[config.mk]
export PLATFORM = sky130hd
export DESIGN_NAME = dot_accumulator_flat
export DESIGN_NICKNAME = d
export VERILOG_FILES = /design/src/rtl/dot_accumulator_pkg.sv /design/src/rtl/dot_accumulator_if.sv /design/src/rtl/sat_add.sv /design/src/rtl/dot_accumulator.sv /design/src/flat_wrapper.sv
export SDC_FILE = /design/constraint.sdc
export NUM_CORES = 1
export LEC_CHECK = 0
export ABC_CLOCK_PERIOD_IN_PS = 1950
export CORE_MARGIN = 1
export CORE_UTILIZATION = 25
export DETAILED_ROUTE_END_ITERATION = 7
export PLACE_DENSITY = 0.5
export SKIP_CTS_REPAIR_TIMING = 1
export SLEW_MARGIN = 5
export SYNTH_ARGS = -nofsm -noshare
export SYNTH_HDL_FRONTEND = slang
export SYNTH_SLANG_ARGS = --single-unit
export TNS_END_PERCENT = 50
[constraint.sdc]
create_clock -name clk -period 1.95 [get_ports clk]
set_input_delay 0.39 -clock clk [delete_from_list [all_inputs] [get_ports clk]]
set_output_delay 0.39 -clock clk [all_outputs]
set_load 0.05 [all_outputs]
[src/rtl/dot_accumulator_pkg.sv]
// Shared definitions for the dot-product group accumulator:
// FSM state encoding and default widths.
package dot_accumulator_pkg;

   localparam int ACC_W_DEF = 16;
   localparam int CNT_W_DEF = 8;
   localparam int DATA_W    = 6;

   typedef enum logic [1:0] {
      IDLE  = 2'd0,
      ACCUM = 2'd1,
      HOLD  = 2'd2
   } state_t;

endpackage

[src/rtl/dot_accumulator_if.sv]
// Element input stream and group-summary output stream of the accumulator.
// master = producer/consumer side, slave = accumulator side.
interface dot_accumulator_if
   import dot_accumulator_pkg::*;
#(
   parameter int ACC_W = ACC_W_DEF,
   parameter int CNT_W = CNT_W_DEF
) ();

   logic              in_valid;
   logic [DATA_W-1:0] in_data;
   logic              in_last;
   logic              in_ready;
   logic              out_valid;
   logic              out_ready;
   logic [ACC_W-1:0]  out_sum;
   logic [CNT_W-1:0]  out_count;
   logic [DATA_W-1:0] out_max;
   logic              out_sat;

   modport master (
      output in_valid, in_data, in_last, out_ready,
      input  in_ready, out_valid, out_sum, out_count, out_max, out_sat
   );

   modport slave (
      input  in_valid, in_data, in_last, out_ready,
      output in_ready, out_valid, out_sum, out_count, out_max, out_sat
   );

endinterface

[src/rtl/sat_add.sv]
// Unsigned saturating adder: clamps to all-ones and flags when the sum
// does not fit in W bits.
module sat_add #(
   parameter int W = 8
) (
   input  logic [W-1:0] a,
   input  logic [W-1:0] b,
   output logic [W-1:0] sum,
   output logic         ovf
);

   logic [W:0] wide;

   assign wide = {1'b0, a} + {1'b0, b};
   assign ovf  = wide[W];
   assign sum  = ovf ? {W{1'b1}} : wide[W-1:0];

endmodule

[src/rtl/dot_accumulator.sv]
// Accumulates a group of dot-product results (terminated by in_last) into a
// saturating sum, a saturating element count and a running maximum, then
// holds the summary until the consumer takes it.
module dot_accumulator
   import dot_accumulator_pkg::*;
#(
   parameter int ACC_W = ACC_W_DEF,
   parameter int CNT_W = CNT_W_DEF
) (
   input  logic              clk,
   input  logic              reset,
   dot_accumulator_if.slave  bus
);

   state_t            state;
   state_t            state_nxt;
   logic              accept;

   logic [ACC_W-1:0]  sum_q;
   logic [CNT_W-1:0]  count_q;
   logic [DATA_W-1:0] max_q;
   logic              sat_q;

   logic [ACC_W-1:0]  sum_add;
   logic              sum_ovf;
   logic [CNT_W-1:0]  count_add;
   logic              count_ovf;

   // HOLD stalls the input so a new group cannot start before the summary
   // has been taken.
   assign bus.in_ready  = (state != HOLD);
   assign bus.out_valid = (state == HOLD);
   assign accept        = bus.in_valid && bus.in_ready;

   assign bus.out_sum   = sum_q;
   assign bus.out_count = count_q;
   assign bus.out_max   = max_q;
   assign bus.out_sat   = sat_q;

   sat_add #(.W(ACC_W)) u_sum_add (
      .a   (sum_q),
      .b   (ACC_W'(bus.in_data)),
      .sum (sum_add),
      .ovf (sum_ovf)
   );

   sat_add #(.W(CNT_W)) u_count_add (
      .a   (count_q),
      .b   (CNT_W'(1)),
      .sum (count_add),
      .ovf (count_ovf)
   );

   // State register; reset wins over any accept or out_ready on the same edge.
   always_ff @(posedge clk) begin
      // NOTE: non-blocking (<=) for every register so all flops sample
      // pre-edge values regardless of process ordering.
      if (reset) state <= IDLE;
      else       state <= state_nxt;
   end

   // Next-state logic: accepts advance the group, out_ready releases HOLD.
   always_comb begin
      // NOTE: default first so every path assigns state_nxt and no latch
      // is inferred.
      state_nxt = state;
      case (state)
         IDLE, ACCUM: if (accept) state_nxt = bus.in_last ? HOLD : ACCUM;
         HOLD:        if (bus.out_ready) state_nxt = IDLE;
         default:     state_nxt = IDLE;
      endcase
   end

   // Datapath: load on the first element of a group, accumulate afterwards.
   always_ff @(posedge clk) begin
      if (reset) begin
         sum_q   <= '0;
         count_q <= '0;
         max_q   <= '0;
         sat_q   <= 1'b0;
      end else if (accept) begin
         if (state == IDLE) begin
            sum_q   <= ACC_W'(bus.in_data);
            count_q <= CNT_W'(1);
            max_q   <= bus.in_data;
            sat_q   <= 1'b0;
         end else begin
            sum_q   <= sum_add;
            count_q <= count_add;
            if (bus.in_data > max_q) max_q <= bus.in_data;
            sat_q   <= sat_q | sum_ovf | count_ovf;
         end
      end
   end

endmodule
[src/flat_wrapper.sv]
// flat-port wrapper written by rule: the top's interface ports become plain ports
module dot_accumulator_flat import dot_accumulator_pkg::*;
#(
   parameter int ACC_W = ACC_W_DEF,
   parameter int CNT_W = CNT_W_DEF
)
  (clk, reset, bus_in_valid, bus_in_data, bus_in_last, bus_out_ready, bus_in_ready, bus_out_valid, bus_out_sum, bus_out_count, bus_out_max, bus_out_sat);
  dot_accumulator_if #(.ACC_W(ACC_W), .CNT_W(CNT_W)) bus_i ();
  input  logic clk;
  input  logic reset;
  input wire logic [$bits(bus_i.in_valid)-1:0] bus_in_valid;
  input wire logic [$bits(bus_i.in_data)-1:0] bus_in_data;
  input wire logic [$bits(bus_i.in_last)-1:0] bus_in_last;
  input wire logic [$bits(bus_i.out_ready)-1:0] bus_out_ready;
  output wire logic [$bits(bus_i.in_ready)-1:0] bus_in_ready;
  output wire logic [$bits(bus_i.out_valid)-1:0] bus_out_valid;
  output wire logic [$bits(bus_i.out_sum)-1:0] bus_out_sum;
  output wire logic [$bits(bus_i.out_count)-1:0] bus_out_count;
  output wire logic [$bits(bus_i.out_max)-1:0] bus_out_max;
  output wire logic [$bits(bus_i.out_sat)-1:0] bus_out_sat;
  assign bus_i.in_valid = bus_in_valid;
  assign bus_i.in_data = bus_in_data;
  assign bus_i.in_last = bus_in_last;
  assign bus_i.out_ready = bus_out_ready;
  assign bus_in_ready = bus_i.in_ready;
  assign bus_out_valid = bus_i.out_valid;
  assign bus_out_sum = bus_i.out_sum;
  assign bus_out_count = bus_i.out_count;
  assign bus_out_max = bus_i.out_max;
  assign bus_out_sat = bus_i.out_sat;
  dot_accumulator #(.ACC_W(ACC_W), .CNT_W(CNT_W)) u_core (.clk(clk), .reset(reset), .bus(bus_i));
endmodule
==> impl_metrics.csv, run 1 <==
group,metric,value,unit
sta,hold_viol,0,
layout,diodes,0,
status,violations,"setup timing",
power,p_leak,1.40,nW
layout,fillers,807,
logic_synthesis,synth_commonest_cells,"33 x dfxtp_1, 28 x nor2_1, 24 x nand2_1",
route,wl_per_cell,14.8,microns
layout,fin_area,3210,sq um
grt,grt_overflow_total,0,
sta,post-route-period-util,1.04,
grt,use_met1,0.216,
clocking,htree_num_levels,2,
grt,grtUsageMet2,0.237,
layout,syn2layout_area_growth,57.4,%
clocking,tritoncts.num_buffers,5,
worst_hold_path,hold_depth,1,
grt,grt_pass1_wl,10400,microns
grt,grt_max_degree,20,
layout,multi_input_area,1410,sq um
route,num_vias,2208,
clocking,clk_pin_slew,0.07,ns
logic_synthesis,netlist.area_leader.share,0.324,
floorplan,core,7810,sq um
sta,max_freq,0.492,GHz
sta,rsz0062_at_grt,"yes",
logic_synthesis,yosys_warnings,0,
sta,skew,0.00425,ns
logic_synthesis,syn_nets,273,
route,drc,0,
layout,final-seq-area,678,sq um
critical_path,crit_required,2.12,ns
logic_synthesis,seq_area_frac_synth,0.324,
logic_synthesis,yosys.area.top_type,"dfxtp_1",
clocking,cts_tree,"built",
floorplan,die_h,92.3,microns
floorplan,die_area,8520,sq um
critical_path,path_max_fanout,6,
logic_synthesis,synth_cell_type_count,51,
grt,grt_antenna_before_repair,0,
logic_synthesis,synthArstFlopShare,0,
logic_synthesis,yosysMostFrequentCell,"dfxtp_1",
sta,finalSetupTns,-0.451,ns
critical_path,worstSetupStartpointType,"register",
clocking,cts-root-buf,"clkbuf_8",
layout,final_util,0.411,
route,ant_nets,0,
grt,busiest_layer,"met2",
route,dr.pass1.iters,4,
sta,setup_ws,-0.0834,ns
floorplan,initial_core_util,0.261,
logic_synthesis,ys_ff_latch,33,
logic_synthesis,syn_area,2040,sq um
clocking,numClockSinks,33,
clocking,clk_path_buf_depth,2,
critical_path,worst_path_largest_cell_delay,0.36,ns
worst_hold_path,min_path_type,"register to register",
critical_path,crit-reg2reg-launch,"u_core.bus.out_sum[0]",
sta,worstMarginPinSlew,0.516,ns
place,port_buffers,43,
route,routed_wirelength,6470,microns
critical_path,cp.arrival,2.20,ns
power,finalPower,2.03,mW
logic_synthesis,synth_edf_count,0,
critical_path,reg2regPathDepth,8,
route,drtIter0Drc,57,
logic_synthesis,avgSynthCellArea,8.22,sq um
power,irDropWorstVdd,0.000307,V
layout,nNetsFinal,360,
grt,grtUsageMet3,0.0279,
power,power_density,633,nW/um^2
critical_path,rr_endpoint,"u_core.bus.out_sum[4]",
clocking,worstSkewPairLatency,0.30,ns
critical_path,critPathKind,"register to register",
critical_path,worstPathCellList,"ha_4 > fa_2 > a21o_1 > a221oi_2 > buf_4 > nor3_4 > nor2_4 > a311oi_1",
grt,grtUsageTotal,0.154,
sta,hold_slack,0.485,ns
status,status,"finished, violations left",
place,placed_area,2910,sq um
logic_synthesis,synthFlopType,"dfxtp_1",
worst_hold_path,worst_hold_startpoint,"u_core.bus.out_sat",
place,hpwl,4720,microns
logic_synthesis,synth_cells,248,
worst_hold_path,min_to,"u_core.bus.out_sat",
floorplan,fp.dieW,92.3,microns
critical_path,reg2reg_slack,-0.08,ns
sta,slew_headroom,0.655,
sta,setup_viol,13,
sta,fin_crit,2.03,ns
place,pre_cts_ws,-0.723,ns
grt,grt_pass1_vias,2048,
place,dp_cells,425,
floorplan,row_count,32,
critical_path,end_kind,"register",
route,vias_per_cell,5.04,
run,maxCapViolCount,0,
place,place_congestion,0.778,
critical_path,critPathSlowestCell,"dfxtp_4",
floorplan,ios,44,
layout,drive_gt1_frac,0.345,
layout,instances_no_fill,438,
logic_synthesis,synthTopCellsByArea,"dfxtp_1 32%, ha_1 8.0%, nor2_1 5.2%",
sta,slew_violations,0,
==> critical path: cells and delay by family, from the launching register on <==
family / cells / cell delay (ns)
fa+ha+maj: 2 / 0.51
simple gates: 2 / 0.29
compound gates: 3 / 0.55
buf+inv: 1 / 0.19
flops: 1 / 0.36
==> logic make-up after synthesis <==
family,after synthesis,share of synthesized area
AND/OR/NAND/NOR,97,0.247
AO/OA/AOI/OAI,71,0.247
flip-flops,33,0.324
buffers and inverters,25,0.0540
adder cells (fa/ha/maj),14,0.0896
multiplexers,6,0.0295
XOR/XNOR,2,0.00860
==> final cells by class <==
| cell class | instances | share of cell area |
|---|---|---|
| Inverter | 11 | 0.0129 |
| Tap cell | 102 | 0.0398 |
| Clock inverter | 1 | 0.00936 |
| Multi-Input combinational cell | 190 | 0.440 |
| Sequential cell | 33 | 0.211 |
| Clock buffer | 7 | 0.0269 |
| Timing Repair Buffer | 94 | 0.260 |
==> how the worst max path moves through the flow <==
stage | start | endpoint | slack [ns] | cells past startpoint
6_report | u_core.bus.out_sum[0] | u_core.bus.out_sum[4] | -0.08 | 8
5_1_grt | u_core.bus.out_sum[0] | u_core.bus.out_sum[4] | -0.18 | 8
4_1_cts | bus_in_data[0] | u_core.bus.out_sum[4] | -0.44 | 9
3_5_place_dp | bus_in_data[0] | u_core.bus.out_sum[4] | -0.72 | 9
3_3_place_gp | bus_in_data[0] | u_core.bus.out_sum[3] | -0.70 | 9
2_1_floorplan | u_core.bus.out_max[2] | u_core.bus.out_max[0] | -0.04 | 8
==> report_power, final <==
part           internal, mW  total [mW]  switching [mW]  leakage, nW
Combinational         0.279       0.603           0.324         1.07
Clock                 0.417       0.702           0.285       0.0585
Sequential            0.702       0.725          0.0237        0.274
==> per-layer routing <==
metal	up-vias	share of wire
li1	1098	-
met5	-	0
met4	0	0.015
met1	1060	0.50
met3	8	0.034
met2	42	0.45
==> layout by cell type (no fill, tap or decap), drive strengths merged, types with 3 or more instances in the layout <==
cell and instances:
a21o 3, dfxtp 33, nand3 7, nand4 8, a21oi 16, nor3 4, and2 3, nor2 28
o211ai 4, nand2b 5, clkdlybuf4s50 15, o311a 3, a211oi 3, o21ai 16, ha 13, buf 71
a221oi 6, and3 4, or4 6, dlymetal6s2s 8, nand2 24, inv 11, clkbuf 7, a311oi 3
mux2i 6
==> registers in the layout, summed over array words and instances (netlist names) <==
| register | count |
|---|---|
| u_core.bus.out_sum | 16 |
| u_core.state | 2 |
| u_core.bus.out_max | 6 |
| u_core.bus.out_count | 8 |
| u_core.bus.out_sat | 1 |
(Power assumes the default switching activity.)
==> run 2, diff against run 1 <==
CTS_CLUSTER_SIZE = 10   (was unset)
==> results of run 2 <==
Same layout as run 1: the final DEF is identical, and so are final timing and power.
==> run 3, diff against run 2 <==
CELL_PAD_IN_SITES_DETAIL_PLACEMENT = 0   (was unset)
CELL_PAD_IN_SITES_GLOBAL_PLACEMENT = 1   (was unset)
PLACE_DENSITY = 0.62   (was 0.5)
SLEW_MARGIN = 20   (was 5)
==> run 3 against run 2 <==
Net effect:
- the run still ends with setup timing left
- worst setup slack gained 0.034 ns
- via count shrank 2.4%
- critical path depth is the same
- fmax grew 1.7%
- clock power shrank 25%
==> impl_metrics.csv, run 3 (synthesis results as in run 1) <==
group,metric,value,unit
place,hpwl,4610,microns
clocking,htree_num_levels,2,
sta,slew_violations,0,
layout,syn2layout_area_growth,53.2,%
sta,setup_ws,-0.0494,ns
clocking,clk_pin_slew,0.08,ns
clocking,clk_path_buf_depth,2,
place,port_buffers,43,
critical_path,path_max_fanout,6,
critical_path,cp.arrival,2.15,ns
layout,drive_gt1_frac,0.332,
grt,grtUsageTotal,0.149,
layout,final_util,0.400,
power,irDropWorstVdd,0.000248,V
grt,grt_pass1_wl,10100,microns
floorplan,die_h,92.3,microns
critical_path,critPathKind,"register to register",
worst_hold_path,min_path_type,"register to register",
floorplan,row_count,32,
critical_path,end_kind,"register",
sta,skew,0.00737,ns
route,drtIter0Drc,75,
grt,grt_max_degree,26,
sta,slew_headroom,0.664,
layout,nNetsFinal,361,
route,ant_nets,0,
critical_path,worstSetupStartpointType,"register",
route,num_vias,2155,
run,maxCapViolCount,0,
layout,diodes,0,
layout,instances_no_fill,439,
clocking,cts-root-buf,"clkbuf_8",
place,dp_cells,424,
power,power_density,590,nW/um^2
place,placed_area,2900,sq um
sta,setup_viol,7,
floorplan,initial_core_util,0.261,
critical_path,crit_required,2.10,ns
route,vias_per_cell,4.91,
route,routed_wirelength,6240,microns
layout,fin_area,3120,sq um
layout,largest_reg_flops,16,
grt,grt_pass1_vias,2091,
sta,rsz0062_at_grt,"yes",
sta,post-route-period-util,1.03,
floorplan,fp.dieW,92.3,microns
floorplan,ios,44,
sta,fin_crit,2.00,ns
clocking,numClockSinks,33,
route,wl_met1,3040,microns
grt,grt_antenna_before_repair,0,
route,wl_met3,234,microns
route,wl_per_cell,14.2,microns
sta,worstMarginPinSlew,0.503,ns
layout,final_cell_mix,"68 x buf_4, 25 x nor2_1, 24 x nand2_1, 21 x dfxtp_1, 17 x clkdlybuf4s50_1",
grt,grt_overflow_total,0,
layout,layout_commonest_cell,"buf_4",
clocking,cts_tree,"built",
place,place_congestion,0.795,
clocking,tritoncts.num_buffers,5,
sta,hold_viol,0,
route,top_layer,"met4",
status,status,"finished, violations left",
route,wl_met2,2890,microns
route,dr.pass1.iters,4,
place,pre_cts_ws,-0.668,ns
floorplan,core,7810,sq um
power,p_leak,1.35,nW
floorplan,die_area,8520,sq um
route,drc,0,
sta,max_freq,0.500,GHz
status,violations,"setup timing",
clocking,worstSkewPairLatency,0.29,ns
-- run 3: cell count changes in the layout (fill, tap and decap cells not counted), moves of 2 or more --
cell | previous run | this run
nor3_2 | 0 | 2
ha_4 | 5 | 3
dlymetal6s2s_1 | 8 | 6
clkdlybuf4s50_1 | 15 | 17
ha_1 | 7 | 10
clkinv_2 | 0 | 2
-- run 3: worst paths after layout --
check	from	end	slack [ns]	cells past startpoint
min	u_core.bus.out_sat	u_core.bus.out_sat	0.47	1
max reg2reg	u_core.bus.out_sum[0]	u_core.bus.out_sum[2]	-0.05	8
min reg2reg	u_core.bus.out_sat	u_core.bus.out_sat	0.47	1
max	u_core.bus.out_sum[0]	u_core.bus.out_sum[2]	-0.05	8
-- run 3: worst max-delay path, cell delays in order, from the launching register on --
cell	delay, ns
dfxtp_4	0.36
ha_4	0.16
fa_2	0.34
a21o_1	0.21
a221oi_2	0.21
buf_4	0.18
nor3_2	0.07
nor2_4	0.21
a311oi_1	0.12
-- run 3: cell type report --
class | count | area [sq um]
clock buffer | 6 | 72.6
clock inverter | 2 | 10.0
fill | 827 | 4680
inverter | 11 | 41.3
multi-input combinational | 190 | 1370
sequential | 33 | 678
tap | 102 | 128
timing repair buffer | 95 | 827
-- run 3: through the flow --
step / hold slack [ns] / total power [mW] / setup TNS, ns
2_1_floorplan: 0.460 / 1.05 / -0.303
3_3_place_gp: 0.460 / 1.28 / -13.97
3_5_place_dp: 0.464 / 1.28 / -13.86
4_1_cts: 0.482 / 1.81 / -6.52
5_1_grt: 0.516 / 1.93 / -1.82
6_report: 0.472 / 1.84 / -0.180
-- run 3: where the power goes --
| group | internal [mW] | leakage, nW | switching (mW) |
|---|---|---|---|
| Sequential | 0.702 | 0.274 | 0.0235 |
| Clock | 0.248 | 0.0450 | 0.282 |
| Combinational | 0.274 | 1.03 | 0.313 |
-- run 3: per-layer routing --
metal | vias up | track usage
li1 | 1097 | -
met1 | 1010 | 0.199
met2 | 40 | 0.241
met3 | 8 | 0.0287
met4 | 0 | 0.0456
met5 | - | 0
